**config.mk**
```make
export PLATFORM = sky130hd
export DESIGN_NAME = apb_master_arb_flat
export DESIGN_NICKNAME = d
export VERILOG_FILES = /design/src/rtl/apb_master_arb_if.sv /design/src/rtl/apb_master_arb.sv /design/src/flat_wrapper.sv
export SDC_FILE = /design/constraint.sdc
export NUM_CORES = 1
export LEC_CHECK = 0
export ABC_AREA = 1
export CAP_MARGIN = 20
export CELL_PAD_IN_SITES_DETAIL_PLACEMENT = 0
export CELL_PAD_IN_SITES_GLOBAL_PLACEMENT = 1
export CORE_ASPECT_RATIO = 0.75
export CORE_MARGIN = 2
export CORE_UTILIZATION = 25
export DETAILED_ROUTE_END_ITERATION = 10
export GPL_TIMING_DRIVEN = 0
export HOLD_SLACK_MARGIN = 0.08
export PLACE_DENSITY_LB_ADDON = 0.1
export SLEW_MARGIN = 0
export SYNTH_ARGS = -nofsm -noshare
export SYNTH_HDL_FRONTEND = slang
export SYNTH_SLANG_ARGS = --single-unit
```
**constraint.sdc**
```tcl
create_clock -name PCLK -period 1.67 [get_ports PCLK]
set_input_delay 0.167 -clock PCLK [delete_from_list [all_inputs] [get_ports PCLK]]
set_output_delay 0.167 -clock PCLK [all_outputs]
set_load 0.005 [all_outputs]
```
**src/rtl/apb_master_arb_if.sv**
```systemverilog
// Requester and APB completer bundle for apb_master_arb.
// master modport is the arbiter side; slave modport is the requester/completer side.
interface apb_master_arb_if #(
    parameter int NUM_REQ = 2,
    parameter int ADDR_W  = 8,
    parameter int DATA_W  = 32
);
    logic [NUM_REQ-1:0]        req_valid;
    logic [NUM_REQ-1:0]        req_write;
    logic [NUM_REQ*ADDR_W-1:0] req_addr;
    logic [NUM_REQ*DATA_W-1:0] req_wdata;
    logic [NUM_REQ-1:0]        req_ready;
    logic [NUM_REQ-1:0]        rsp_valid;
    logic [DATA_W-1:0]         rsp_rdata;
    logic                      PSEL;
    logic                      PENABLE;
    logic                      PWRITE;
    logic [ADDR_W-1:0]         PADDR;
    logic [DATA_W-1:0]         PWDATA;
    logic [DATA_W-1:0]         PRDATA;

    modport master (
        input  req_valid, req_write, req_addr, req_wdata, PRDATA,
        output req_ready, rsp_valid, rsp_rdata,
        output PSEL, PENABLE, PWRITE, PADDR, PWDATA
    );

    modport slave (
        output req_valid, req_write, req_addr, req_wdata, PRDATA,
        input  req_ready, rsp_valid, rsp_rdata,
        input  PSEL, PENABLE, PWRITE, PADDR, PWDATA
    );
endinterface

```
**src/rtl/apb_master_arb.sv**
```systemverilog
// Multi-requester APB master: arbitrates requesters onto one APB completer.
// Define APB_ARB_FIXED_PRIO_EN for fixed priority (lowest index wins); default is round-robin.
module apb_master_arb #(
    parameter int NUM_REQ = 2,
    parameter int ADDR_W  = 8,
    parameter int DATA_W  = 32
) (
    input logic              PCLK,
    input logic              PRESET,
    apb_master_arb_if.master bus
);
    localparam int IDX_W = (NUM_REQ > 1) ? $clog2(NUM_REQ) : 1;

    typedef enum logic [1:0] {IDLE, SETUP, ACCESS} state_t;

    state_t           state;
    state_t           state_nxt;
    logic [IDX_W-1:0] gnt_idx;
    logic [IDX_W-1:0] cur_gnt;
    logic             gnt_any;
    logic             gnt_take;
`ifndef APB_ARB_FIXED_PRIO_EN
    logic [IDX_W-1:0] last_grant;
`endif

    // Loops run from lowest to highest priority so the best candidate is written last.
    always_comb begin
        gnt_any = 1'b0;
        gnt_idx = '0;
`ifdef APB_ARB_FIXED_PRIO_EN
        for (int i = NUM_REQ - 1; i >= 0; i--) begin
            if (bus.req_valid[i]) begin
                gnt_any = 1'b1;
                gnt_idx = IDX_W'(i);
            end
        end
`else
        for (int k = NUM_REQ; k >= 1; k--) begin
            if (bus.req_valid[(int'(last_grant) + k) % NUM_REQ]) begin
                gnt_any = 1'b1;
                gnt_idx = IDX_W'((int'(last_grant) + k) % NUM_REQ);
            end
        end
`endif
    end

    always_comb begin
        gnt_take = gnt_any && !PRESET &&
                   (state == IDLE || state == ACCESS);
        bus.req_ready = gnt_take ? (NUM_REQ'(1) << gnt_idx) : '0;
    end

    always_comb begin
        state_nxt = state;
        unique case (state)
            IDLE:    if (gnt_take) state_nxt = SETUP;
            SETUP:   state_nxt = ACCESS;
            ACCESS:  state_nxt = gnt_take ? SETUP : IDLE;
            default: state_nxt = IDLE;
        endcase
    end

    always_ff @(posedge PCLK) begin
        if (PRESET) state <= IDLE;
        else        state <= state_nxt;
    end

    always_ff @(posedge PCLK) begin
        if (PRESET) begin
            bus.PSEL      <= 1'b0;
            bus.PENABLE   <= 1'b0;
            bus.PWRITE    <= 1'b0;
            bus.PADDR     <= '0;
            bus.PWDATA    <= '0;
            bus.rsp_valid <= '0;
            bus.rsp_rdata <= '0;
            cur_gnt       <= '0;
`ifndef APB_ARB_FIXED_PRIO_EN
            last_grant    <= IDX_W'(NUM_REQ - 1);
`endif
        end else begin
            bus.rsp_valid <= '0;
            if (state == SETUP) bus.PENABLE <= 1'b1;
            if (state == ACCESS) begin
                bus.rsp_valid <= NUM_REQ'(1) << cur_gnt;
                bus.rsp_rdata <= bus.PWRITE ? '0 : bus.PRDATA;
                bus.PSEL      <= 1'b0;
                bus.PENABLE   <= 1'b0;
            end
            // A new grant overrides the ACCESS wind-down, keeping PSEL high back-to-back.
            if (gnt_take) begin
                bus.PSEL    <= 1'b1;
                bus.PENABLE <= 1'b0;
                bus.PWRITE  <= bus.req_write[gnt_idx];
                bus.PADDR   <= bus.req_addr[gnt_idx*ADDR_W +: ADDR_W];
                bus.PWDATA  <= bus.req_write[gnt_idx] ?
                               bus.req_wdata[gnt_idx*DATA_W +: DATA_W] : '0;
                cur_gnt     <= gnt_idx;
`ifndef APB_ARB_FIXED_PRIO_EN
                last_grant  <= gnt_idx;
`endif
            end
        end
    end
endmodule

```
**src/flat_wrapper.sv**
```systemverilog
// flat-port wrapper written by rule: the top's interface ports become plain ports
module apb_master_arb_flat 
#(
    parameter int NUM_REQ = 2,
    parameter int ADDR_W  = 8,
    parameter int DATA_W  = 32
)
  (PCLK, PRESET, bus_req_valid, bus_req_write, bus_req_addr, bus_req_wdata, bus_PRDATA, bus_req_ready, bus_rsp_valid, bus_rsp_rdata, bus_PSEL, bus_PENABLE, bus_PWRITE, bus_PADDR, bus_PWDATA);
  apb_master_arb_if #(.NUM_REQ(NUM_REQ), .ADDR_W(ADDR_W), .DATA_W(DATA_W)) bus_i ();
  input logic PCLK;
  input logic PRESET;
  input wire logic [$bits(bus_i.req_valid)-1:0] bus_req_valid;
  input wire logic [$bits(bus_i.req_write)-1:0] bus_req_write;
  input wire logic [$bits(bus_i.req_addr)-1:0] bus_req_addr;
  input wire logic [$bits(bus_i.req_wdata)-1:0] bus_req_wdata;
  input wire logic [$bits(bus_i.PRDATA)-1:0] bus_PRDATA;
  output wire logic [$bits(bus_i.req_ready)-1:0] bus_req_ready;
  output wire logic [$bits(bus_i.rsp_valid)-1:0] bus_rsp_valid;
  output wire logic [$bits(bus_i.rsp_rdata)-1:0] bus_rsp_rdata;
  output wire logic [$bits(bus_i.PSEL)-1:0] bus_PSEL;
  output wire logic [$bits(bus_i.PENABLE)-1:0] bus_PENABLE;
  output wire logic [$bits(bus_i.PWRITE)-1:0] bus_PWRITE;
  output wire logic [$bits(bus_i.PADDR)-1:0] bus_PADDR;
  output wire logic [$bits(bus_i.PWDATA)-1:0] bus_PWDATA;
  assign bus_i.req_valid = bus_req_valid;
  assign bus_i.req_write = bus_req_write;
  assign bus_i.req_addr = bus_req_addr;
  assign bus_i.req_wdata = bus_req_wdata;
  assign bus_i.PRDATA = bus_PRDATA;
  assign bus_req_ready = bus_i.req_ready;
  assign bus_rsp_valid = bus_i.rsp_valid;
  assign bus_rsp_rdata = bus_i.rsp_rdata;
  assign bus_PSEL = bus_i.PSEL;
  assign bus_PENABLE = bus_i.PENABLE;
  assign bus_PWRITE = bus_i.PWRITE;
  assign bus_PADDR = bus_i.PADDR;
  assign bus_PWDATA = bus_i.PWDATA;
  apb_master_arb #(.NUM_REQ(NUM_REQ), .ADDR_W(ADDR_W), .DATA_W(DATA_W)) u_core (.PCLK(PCLK), .PRESET(PRESET), .bus(bus_i));
endmodule
```
# Yosys cells after proc, flatten, opt, wreduce, memory -nomap -nowiden

Index checks and enable logic that the tools add are counted.
W data, S select, Z words.

$add $sub $neg: 2
Order comparisons: 3
Equal/unequal tests: 3
Shift-type cells: 4
Mux-type cells: 20
Bitwise gates (word level): 3
Reductions and logical operators: 8

Operator list:

| operator              | number |
|---|---|
| $mux W32              | 2 |
| $shiftx A64 B7 Y32    | 1 |
| $shiftx A16 B5 Y8     | 1 |
| $mux W1               | 15 |
| $lt A2 B3 Y1 const B  | 2 |
| $pmux W2 S3           | 1 |
| $mux W2               | 2 |
| $shl A1 B1 Y2 const A | 2 |
| $reduce_or A3 Y1      | 1 |
| $add A1 B1 Y1 const B | 2 |
| $and A1 B1 Y1 const A | 2 |
| $eq A2 B1 Y1 const B  | 1 |
| $eq A2 B2 Y1 const B  | 1 |
| $logic_and A1 B1 Y1   | 2 |
| $logic_not A2 Y1      | 1 |
| $lt A1 B2 Y1 const B  | 1 |
| $ne A2 B1 Y1 const B  | 1 |
| $reduce_bool A2 Y1    | 1 |
| $reduce_or A2 Y1      | 1 |
| $logic_not A1 Y1      | 1 |
| $logic_or A1 B1 Y1    | 1 |
| $not A1 Y1            | 1 |

Flip-flop bits (word level): 81
Bits of input ports: 118
Output and inout port bits: 79
Logic and storage cells: 53

# Longest topological paths before layout

Gate-level depths: netlist (run 1).

Depth in word-level cells: 11
Mapped depth: 7
Gate-level depth less buffers: 7

# Worst setup path after synthesis (run 1)

Ideal clock, no wire load.

Path kind: register to register
From: register u_core.state[0]
To: register u_core.bus.PADDR[7]
Arrival time: 1.096 ns
Data required time: 1.538 ns
Slack: 0.441 ns
Stages on the path, launching flop included: 7
Buffers on the path: 2
Cell sequence: dfxtp_1 buf_2 nor3_4 inv_2 buf_2 nand2_1 a21oi_1

Cells in the longest elaborated chain, start to end: 3

Ends and longest elaborated chain:

| what                                                    | RTL line                | source |
|---|---|---|
| start, declared                                         | apb_master_arb.sv:16    | `state_t state;` |
| start signal, assigned                                  | apb_master_arb.sv:65    | `else state <= state_nxt;` |
| $eq A2 B2 Y1 / $logic_not A2 Y1 (equally long branches) | apb_master_arb.sv:49    | `(state == IDLE \|\| state == ACCESS);` |
| $logic_or A1 B1 Y1 *                                    | apb_master_arb.sv:49    |  |
| $logic_and A1 B1 Y1 *                                   | apb_master_arb.sv:48    | `gnt_take = gnt_any && !PRESET &&` |
| end signal, assigned                                    | apb_master_arb.sv:95    | `bus.PADDR <= bus.req_addr[gnt_idx*ADDR_W +: ADDR_W];` |
| end, declared                                           | apb_master_arb_if.sv:25 | `output PSEL, PENABLE, PWRITE, PADDR, PWDATA` |

Every way passes the cells marked *; elsewhere a longest branch is shown, timed or not.
A chain may end at the register's enable or synchronous reset.

# Worst setup path in the final report (run 1)

From: register u_core.state[0]
To: output bus_req_ready[1]

Cells in the longest elaborated chain, start to end: 4

Ends and longest elaborated chain:

| what                                                    | RTL line             | source |
|---|---|---|
| $eq A2 B2 Y1 / $logic_not A2 Y1 (equally long branches) | apb_master_arb.sv:49 |  |
| $logic_or A1 B1 Y1 *                                    | apb_master_arb.sv:49 |  |
| $logic_and A1 B1 Y1 *                                   | apb_master_arb.sv:48 |  |
| $mux W2 *                                               | apb_master_arb.sv:50 | `bus.req_ready = gnt_take ? (NUM_REQ'(1) << gnt_idx) : '0;` |
| end, declared                                           | flat_wrapper.sv:17   | `output wire logic [$bits(bus_i.req_ready)-1:0] bus_req_ready;` |

Marked as above.

==> results.cfg, run 1 <==
[status]
run_status = complete, no violations

[route]
avgViaCountPerCell = 4.37
detailedRoute.firstPassIterationCount = 5
route.detailed.wl_per_inst_um = 13.5
drc = 0
via_count = 3859
initialDrtViolationCount = 150
ant_nets = 0
wl_mm = 11.9

[sta]
finalSetupViolations = 0
fin_tns_setup_ns = 0
slew_headroom_pct = 65.2
worst_slack_ns = 0.0930
final-max-slew-violation-count = 0
layout_min_cycle_time_ns = 1.58
peak_clock_frequency_supported_by_timing_ghz = 0.634
holdWs_ns = 0.148
worst_slew_pin_slew_ns = 0.523
final.setup_skew_ns = 0.00667
rsz0062_at_grt = false
final.period_utilization_pct = 94.4
hold_viol = 0

[logic_synthesis]
netlist_area_um2 = 3430
yosys_register_bits = 81
postSynthNetCount = 606
synth_sequential_area_ratio_pct = 47.3
synth_cells = 488
synth.yosys.warnings = 0
post_synth.cell_area_avg_um2 = 7.02
yosysUniqueCellTypes = 18

[global_route]
first_global_vias = 3754
met2_usage_pct = 25.3
gr-usage-met1_pct = 21.7
antenna_found_initial = 1
grt_first_pass_wirelength_mm = 19.2
gr-total-overflow = 0
grt_most_used_layer = met2
grt_use_total_pct = 16.3
globalRouteMet3Util_pct = 5.54
grt_start_max_net_pins = 15

[finish]
layout_commonest_cell = sky130_fd_sc_hd__clkdlybuf4s50_1
fillers = 1412
final_nets = 821
multi_input_comb_area_um2 = 1500
mostFrequentLayoutCells = sky130_fd_sc_hd__clkdlybuf4s50_1, sky130_fd_sc_hd__nand2_1, sky130_fd_sc_hd__dfxtp_1, sky130_fd_sc_hd__nand3_1, sky130_fd_sc_hd__a21oi_1
syn2layout_area_growth_pct = 76.6
drive_gt1_share_pct = 8.47
seq_area_um2 = 1620
post_layout_nonfiller_instances = 884

[critical_path]
critPathRequiredTime_ns = 1.50
crit_arrival_ns = 1.41
worst_setup_path_start_kind = flip-flop
critical_path_class = flip-flop to output port
crit_path_max_fanout = 3
cp-end-kind = output port

[cts]
cts_max_level = 3
cts.path.max_buffers = 2
tritoncts = yes
cts_made_buffers = 9
clock_pin_slew_of_the_registers_on_the_worst_case_setup_and_hold_paths_ns = 0.06
clock-root-buffer = sky130_fd_sc_hd__clkbuf_16
worstSkewPairLatency_ns = 0.33
post_cts_hold_buffer_count = 0
clock-sinks = 81

[die]
die_width_um = 139
num_io_pins = 197
die_outline_area_um2 = 14700
die-height_um = 105
std_cell_rows = 37
initial_core_utilization_pct = 25.3
core_area_um2 = 13600

[power_and_ir_drop]
power.density_cell_area_nw_per_um2 = 875
ir_worst_vdd_uv = 493
totalPowerFinal_mw = 5.29
p_leak_nw = 2.42

[placed_design]
portBuffers = 194
place.gp.congestion = 0.792
post_placement_cell_count = 857
hpwl_mm = 9.11
dp_worst_setup_slack_ns = -0.654

[job]
drv_cap = 0

[worst_hold_path]
hold_path_class = input port to flip-flop
## cell families after synthesis
kind of cell,synth area share [%]
compound gates,12.4
buf+inv,9.38
simple gates,30.9
flops,47.3
## critical path, cell delays in order, from the launching register on
cell                      delay [ns]
sky130_fd_sc_hd__dfxtp_2        0.31
sky130_fd_sc_hd__buf_6          0.11
sky130_fd_sc_hd__nor3_4         0.23
sky130_fd_sc_hd__buf_6          0.13
sky130_fd_sc_hd__buf_6          0.09
sky130_fd_sc_hd__nand2_1        0.05
sky130_fd_sc_hd__inv_1          0.05
sky130_fd_sc_hd__buf_2          0.11
## Yosys cell counts (all sizes together)
cell type	number	area, um^2
nand2	178	673
o22ai	32	200
clkbuf	16	60.1
a21oi	42	210
nor3	4	31.3
inv	38	143
nor2	7	28.8
dfxtp	81	1620
o21ai	3	15.0
nand3	65	325
clkinv	1	3.75
buf	21	115
## routing by layer
metal  vias to the layer above  part of all wire, %
met5                         -                    0
met4                         0                  1.2
met3                        13                  7.3
met2                       121                   44
met1                      1705                   48
li1                       2020                    -
## power breakdown
| group | switching (mW) | internal, mW | leakage (nW) | total, mW |
|---|---|---|---|---|
| clock | 0.793 | 1.47 | 0.163 | 2.26 |
| combinational | 0.430 | 0.544 | 1.60 | 0.974 |
| sequential | 0.0421 | 2.01 | 0.658 | 2.06 |
| total | 1.27 | 4.03 | 2.42 | 5.29 |
## final cells by class
type | count | share of cell area, %
repair buffers | 204 | 33.3
flip-flops and latches | 81 | 26.8
multi-input cells | 331 | 24.8
clock buffers | 10 | 3.78
well taps | 175 | 3.62
plain buffers | 37 | 3.18
inverters | 39 | 2.50
clock inverters | 6 | 1.90
diodes | 1 | 0.0414
## through the flow
stage	utilization, %	instance area (um^2)
after floorplan	-	3430
after global placement	41.2	5590
after detailed placement	41.2	5590
after CTS	44.7	6060
after global routing	44.6	6050
final	44.6	6050
## registers in the layout, summed over array words and instances, names as in the netlist
signal,flops
u_core.cur_gnt,1
u_core.bus.rsp_rdata,32
u_core.last_grant,1
u_core.bus.rsp_valid,2
u_core.bus.PWDATA,32
u_core.state,2
u_core.bus.PSEL,1
u_core.bus.PADDR,8
u_core.bus.PWRITE,1
u_core.bus.PENABLE,1
## path summary, 6_finish.rpt
check / end / slack (ns) / start / cells after the start
max: bus_req_ready[1] / 0.09 / u_core.state[0]$_SDFFE_PP0P_ / 7
min: u_core.bus.PADDR[5]$_SDFFE_PP0N_ / 0.15 / PRESET / 2
max reg2reg: u_core.bus.PWDATA[13]$_SDFFE_PP0N_ / 0.16 / u_core.last_grant$_SDFFE_PP1N_ / 8
min reg2reg: u_core.bus.rsp_valid[0]$_SDFF_PP0_ / 0.42 / u_core.cur_gnt$_SDFFE_PP0N_ / 1
## repair_timing
item | in CTS | in global routing
pin swaps | 3 | 1
setup endpoints to repair | 2 | 23
resized for setup | 17 | 9
buffers inserted | 12 | 0
gates cloned | 2 | 0
Note: power is estimated with default switching activity, not from simulation.
==> run 2, diff against run 1 <==
- CORE_UTILIZATION: 25 -> 27
- PLACE_DENSITY: unset -> 0.85
- PLACE_DENSITY_LB_ADDON: 0.1 -> unset
- clock period: 1.67 -> 1.95 ns (I/O delays scaled with it)
==> run 2 against run 1 <==
  * Largest cell class unchanged
  * Routed wire length grew 0.38%
  * Worst hold slack gained 0.051 ns
  * Largest power group unchanged
  * Clock skew up 0.0015 ns
  * Highest routed layer unchanged
==> results.cfg, run 2 (synthesized netlist as in run 1, its figures left out) <==
[sta]
worst_slew_pin_slew_ns = 0.499
layout_min_cycle_time_ns = 1.80
hold_viol = 0
finalSetupViolations = 0
final-max-slew-violation-count = 0
final.period_utilization_pct = 92.1
final.setup_skew_ns = 0.00819
slew_headroom_pct = 66.7
peak_clock_frequency_supported_by_timing_ghz = 0.557
rsz0062_at_grt = false
holdWs_ns = 0.198

[die]
die-height_um = 102
std_cell_rows = 35
die_width_um = 134
initial_core_utilization_pct = 27.8
num_io_pins = 197
die_outline_area_um2 = 13600
core_area_um2 = 12300

[power_and_ir_drop]
p_leak_nw = 2.39
power.density_cell_area_nw_per_um2 = 740
ir_worst_vdd_uv = 599

[critical_path]
worst_setup_path_start_kind = flip-flop
cp-end-kind = output port
critical_path_class = flip-flop to output port
timing.critical_path.cells = buf_2 > nor3_4 > buf_4 > inv_2 > nor2_1 > dlygate4sd2_1
crit_path_max_fanout = 7
critPathRequiredTime_ns = 1.75
critical-path-slowest-cell = sky130_fd_sc_hd__dfxtp_1
cp_slowest_stage_delay_ns = 0.29
timing.critical_path.buf_inv = 4
timing.critical_path.max_delay_family = buffers and inverters
crit_arrival_ns = 1.60

[cts]
cts.path.max_buffers = 2
cts_max_level = 3
post_cts_hold_buffer_count = 0
tritoncts = yes
clock_pin_slew_of_the_registers_on_the_worst_case_setup_and_hold_paths_ns = 0.06
worstSkewPairLatency_ns = 0.33
clock-root-buffer = sky130_fd_sc_hd__clkbuf_16
clock-sinks = 81
cts_made_buffers = 9

[route]
wl_mm = 12.0
drc = 0
ant_nets = 0
via_count = 3876
initialDrtViolationCount = 159
route.detailed.wl_per_inst_um = 13.8
detailedRoute.firstPassIterationCount = 4
avgViaCountPerCell = 4.47

[finish]
reg.largest.list = u_core.bus.PWDATA (32), u_core.bus.rsp_rdata (32), u_core.bus.PADDR (8)
count_of_inserted_antenna_diode_cells = 0
mostFrequentLayoutCells = sky130_fd_sc_hd__clkdlybuf4s50_1, sky130_fd_sc_hd__nand2_1, sky130_fd_sc_hd__dfxtp_1, sky130_fd_sc_hd__nand3_1, sky130_fd_sc_hd__a21oi_1
drive_gt1_share_pct = 6.70
fillers = 1212
final_nets = 815
syn2layout_area_growth_pct = 73.4
final_util_pct = 48.1
layout_commonest_cell = sky130_fd_sc_hd__clkdlybuf4s50_1

[global_route]
antenna_found_initial = 0
gr-total-overflow = 0
grt_start_max_net_pins = 15
grt_most_used_layer = met2
first_global_vias = 3666
gr-usage-met1_pct = 22.9
globalRouteMet3Util_pct = 4.00
grt_first_pass_wirelength_mm = 18.6
met2_usage_pct = 27.9
grt_use_total_pct = 17.0

[placed_design]
hpwl_mm = 9.14
portBuffers = 194
place.gp.congestion = 0.797

[worst_hold_path]
hold_path_class = input port to flip-flop

[status]
run_status = complete, no violations

[job]
drv_cap = 0
[run 2: final cells by class]
cell class                      instances  area, um^2  share of cell area, %
Buffer                                 37         179                   3.01
Clock buffer                           10         229                   3.85
Clock inverter                          6        90.1                   1.52
Inverter                               39         151                   2.55
Multi-Input combinational cell        331        1490                   25.1
Sequential cell                        81        1620                   27.3
Tap cell                              166         208                   3.49
Timing Repair Buffer                  198        1970                   33.2
[run 2: worst register-to-register path: stages, from the launching register on]
cell,delay [ns]
sky130_fd_sc_hd__dfxtp_1,0.29
sky130_fd_sc_hd__buf_2,0.16
sky130_fd_sc_hd__nor3_4,0.21
sky130_fd_sc_hd__buf_4,0.15
sky130_fd_sc_hd__buf_4,0.13
sky130_fd_sc_hd__buf_4,0.17
sky130_fd_sc_hd__nand3_1,0.10
sky130_fd_sc_hd__a21oi_1,0.13
[run 2: report_power, final]
part / internal [mW] / switching [mW] / leakage, nW
clock: 1.13 / 0.694 / 0.153
combinational: 0.450 / 0.360 / 1.58
sequential: 1.73 / 0.0375 / 0.658
[run 2: timing repair]
action | in CTS | in global routing
gates resized for setup | 5 | 2
pin swaps | 1 | 1
setup buffers | 4 | 0
setup endpoints to repair | 2 | 1
[run 2: metal layers]
layer / share of wire [%] / wire length, um
met5: 0 / 0
met4: 0.97 / 116
met3: 5.2 / 622
met2: 47 / 5640
met1: 47 / 5580
[run 2: per-stage QoR]
step	power, mW	TNS [ns]	instance area [um^2]	instances	setup slack [ns]
final	4.40	0	5940	868	0.154
after global routing	4.61	0	5940	868	0.0511
after CTS	4.45	0	5940	868	0.0130
after detailed placement	2.60	-0.695	5580	848	-0.390
after global placement	2.59	-0.676	5580	848	-0.382
after floorplan	2.13	0	3430	488	0.711
[run 2: final timing paths]
path	start	end	slack, ns	cells after the start
hold / removal	PRESET	u_core.bus.PADDR[5]$_SDFFE_PP0N_	0.20	2
setup / recovery	u_core.state[0]$_SDFFE_PP0P_	bus_req_ready[0]	0.15	6
hold reg to reg	u_core.cur_gnt$_SDFFE_PP0N_	u_core.bus.rsp_valid[0]$_SDFF_PP0_	0.42	1
setup reg to reg	u_core.state[0]$_SDFFE_PP0P_	u_core.bus.PWDATA[6]$_SDFFE_PP0N_	0.53	7
==> variant 1 (flow settings as in run 1) <==
`NUM_REQ` is set to 2 in 3 places; all go to 4.
--- a/src/rtl/apb_master_arb_if.sv
+++ b/src/rtl/apb_master_arb_if.sv
@@ -1,7 +1,7 @@
 // Requester and APB completer bundle for apb_master_arb.
 // master modport is the arbiter side; slave modport is the requester/completer side.
 interface apb_master_arb_if #(
-    parameter int NUM_REQ = 2,
+    parameter int NUM_REQ = 4,
     parameter int ADDR_W  = 8,
     parameter int DATA_W  = 32
 );
--- a/src/rtl/apb_master_arb.sv
+++ b/src/rtl/apb_master_arb.sv
@@ -1,7 +1,7 @@
 // Multi-requester APB master: arbitrates requesters onto one APB completer.
 // Define APB_ARB_FIXED_PRIO_EN for fixed priority (lowest index wins); default is round-robin.
 module apb_master_arb #(
-    parameter int NUM_REQ = 2,
+    parameter int NUM_REQ = 4,
     parameter int ADDR_W  = 8,
     parameter int DATA_W  = 32
 ) (
--- a/src/flat_wrapper.sv
+++ b/src/flat_wrapper.sv
@@ -1,7 +1,7 @@
 // flat-port wrapper written by rule: the top's interface ports become plain ports
 module apb_master_arb_flat 
 #(
-    parameter int NUM_REQ = 2,
+    parameter int NUM_REQ = 4,
     parameter int ADDR_W  = 8,
     parameter int DATA_W  = 32
 )
Ports: changed (6 resized); port bits go from 197 to 285. No check against the original RTL was run, so the function may have changed too.
==> variant 1 against run 1 <==
Worst setup slack worse by 0.54 ns; design area up 53%; die area up 46%; sequential cell count up 4; critical path depth up 6; critical endpoint unchanged; power rose to 3.0 times the old value; the flow now finishes with violations (negative setup slack); synthesized area up 48%; wire length up 82%.
==> variant 1: results (changes against run 1) <==
[final_layout]
seq_area_um2=1710  ; +5.3%
nNonClkBuffers=361  ; +50%
syn_to_final_growth_pct=82.7

[timing]
fin_skew_ns=0.00892  ; +0.00225 ns
setup_ws_ns=-0.444  ; -0.537 ns
setup_violations=47  ; +47
holdWs_ns=0.396  ; +0.249 ns
tightestPinTransition_ns=0.560  ; +0.0378 ns
setup-tns-final_ns=-15.33  ; -15.33 ns

[drt]
dr.pass1.iters=4  ; -1
routed.top_layer=met5
routedWlPerCell_um=15.6  ; +16%

[pwr]
ir_drop_v=0.000678  ; +38%

[status]
violations=negative setup slack
status=finished with violations

[worst_hold_path]
min_to=u_core.bus.rsp_rdata[12]$_SDFFE_PP0P_

[cts]
ctsResizeCount=91  ; +74
cts_sinks=85  ; +4.9%
clkLatencyLatePin_ns=0.35  ; +0.02 ns

[grt]
grt_max_degree=16  ; +1
grt_usage=0.198  ; +0.0345
grt_pass1_wl_mm=32.9  ; +71%
grtUsageMet3=0.0539  ; -0.00153
antenna_found_initial=2  ; +1
gr-usage-met2=0.321  ; +0.0681
met1_usage=0.264  ; +0.0478

[synthesis]
ys_types=27  ; +9

[placed_design]
dp_cells=1342  ; +57%
placed_cell_area_um2=8250  ; +48%
gp_congestion=0.799  ; +0.87%

[setup_path]
critical_path.top_delay_family=simple AND/OR/NAND/NOR gates

[variant 1: worst reg2reg max path, cell delays in order, from the launching register on]
cell       delay, ns
dfxtp_4         0.46
inv_8           0.08
nand2_4         0.07
nand2_2         0.07
nand2_2         0.09
nand2_4         0.06
inv_4           0.08
nand3_4         0.11
buf_8           0.15
buf_12          0.13
nand3_2         0.06
nand2_1         0.06
nand2_2         0.13
nand2_8         0.11
clkbuf_16       0.18
nand2_1         0.06
nand2_1         0.05
[variant 1: cell families after synthesis]
| kind of cell | synth area share |
|---|---|
| AO/OA/AOI/OAI | 0.0521 |
| buffers and inverters | 0.148 |
| flip-flops | 0.336 |
| AND/OR/NAND/NOR | 0.464 |
[variant 1: power groups by stage]
stage               clock network, mW  logic, mW  registers [mW]
detailed placement                  0       8.94            2.98
finish                           2.27       10.7            3.01
global route                     2.41       11.9            3.08
CTS                              2.35       9.98            2.99
global placement                    0       8.97            2.97
floorplan                           0       5.44            2.99
==> variant 2 (flow settings as in run 1) <==
Made on the original files. Make the reset (`PRESET`) asynchronous in 2 clocked blocks.
--- a/src/rtl/apb_master_arb.sv
+++ b/src/rtl/apb_master_arb.sv
@@ -60,12 +60,12 @@
         endcase
     end
 
-    always_ff @(posedge PCLK) begin
+    always_ff @(posedge PCLK or posedge PRESET) begin
         if (PRESET) state <= IDLE;
         else        state <= state_nxt;
     end
 
-    always_ff @(posedge PCLK) begin
+    always_ff @(posedge PCLK or posedge PRESET) begin
         if (PRESET) begin
             bus.PSEL      <= 1'b0;
             bus.PENABLE   <= 1'b0;
Function: differs if PRESET is asserted again (counterexample within 4 cycles, from zero or initial values and one cycle with PRESET high); with PRESET held inactive, the same outputs for 4 cycles.
==> variant 2 against run 1 <==
The run now ends with negative setup slack left; synthesized area up 13%; first-iteration DRC count down 12%; wire length up 8.2%; sequential cell count unchanged; worst setup slack worse by 0.22 ns; critical path depth up 2; via count up 3.0%; count of clock-buffer cells in the layout up 1; non-clock buffer count unchanged; cell count up 4.9%; critical endpoint is now bus_req_ready[0]; die area up 12%; largest cell class unchanged; design area up 8.9%.
Power is not compared: it rests on default switching activity, and its combinational part moved more than twofold at a synthesized area within 25%.
==> variant 2: results (changes against run 1) <==
[status]
violations=negative setup slack
status=finished with violations

[worst_hold_path]
hold_path.class=in2async

[timing]
setup_ws_ns=-0.125  ; -0.218 ns
maxSlewHeadroom=0.629  ; -0.0223
setup_violations=2  ; +2

[grt]
gr-usage-met2=0.264  ; +0.0112
antenna_found_initial=0  ; -1
grt_pass1_wl_mm=21.5  ; +12%
grt_max_degree=35  ; +20
grtUsageMet3=0.0648  ; +0.00932
first_global_vias=4095  ; +9.1%
grt_usage=0.166  ; +0.00280

[synthesis]
ys_seq_area_frac=0.525  ; +0.0514
ys_types=19  ; +1
synth_common_cells=250 x nand2_1, 99 x nand3_1, 80 x dfrtp_1, 13 x clkbuf_1

[drt]
dr.pass1.iters=4  ; -1
wl_met2_mm=5.80  ; +11%
met1_length_mm=5.91  ; +3.8%
vias=3973  ; +3.0%

[final_layout]
n_all_inverters=13  ; -67%
drive_gt1_frac=0.102  ; +0.0177
seq_area_um2=2030  ; +25%
stdcell_count=927  ; +4.9%
clk_share=0.0452  ; -0.0117

[placed_design]
dp_cells=900  ; +5.0%
dp_hpwl_mm=9.50  ; +4.3%
placed_cell_area_um2=6130  ; +9.7%
gp_congestion=0.780  ; -1.5%

[setup_path]
r2r_start=u_core.state[0]$_DFFE_PP0P_
cp_slowest_stage_delay_ns=0.40  ; +0.09 ns
crit_arrival_ns=1.63  ; +0.22 ns

[floorplan]
tap_cells=205  ; +17%

## variant 2: power groups by stage
stage,clock (mW),combinational (mW),sequential [mW]
6_report,2.00,4.67,3.31
4_1_cts,2.07,4.70,3.31
5_1_grt,2.16,5.19,3.42
2_1_floorplan,0,1.81,3.37
3_5_place_dp,0,4.43,3.33
3_3_place_gp,0,4.41,3.31
## variant 2: logic make-up after synthesis
family	share of synthesized area
simple gates	0.396
flops	0.525
compound gates	0.00388
buf+inv	0.0628
fa+ha+maj	0.0129
## variant 2: what timing repair did
item / CTS / global route
endpoints found under the setup margin: 46 / 25
resized for setup: 27 / 9
buffers inserted: 10 / 2
pin swaps: 3 / 3
## variant 2: worst min path at each step
| stage | start | end | cells past startpoint |
|---|---|---|---|
| 2_1_floorplan | bus_PRDATA[0] | u_core.bus.rsp_rdata[0]$_DFFE_PP0N_ | 2 |
| 3_3_place_gp | u_core.cur_gnt$_DFFE_PP0P_ | u_core.bus.rsp_valid[0]$_DFF_PP0_ | 1 |
| 3_5_place_dp | u_core.cur_gnt$_DFFE_PP0P_ | u_core.bus.rsp_valid[0]$_DFF_PP0_ | 1 |
| 4_1_cts | PRESET | u_core.bus.rsp_rdata[4]$_DFFE_PP0N_ | 3 |
| 5_1_grt | PRESET | u_core.bus.rsp_valid[1]$_DFF_PP0_ | 3 |
| 6_report | PRESET | u_core.bus.rsp_valid[1]$_DFF_PP0_ | 3 |
## variant 2: worst max-delay path, delay by kind of cell (launching register included)
kind	cells	cell delay, ns
flip-flops	1	0.40
adder cells (fa/ha/maj)	1	0.12
buffers and inverters	5	0.49
AND/OR/NAND/NOR	3	0.27
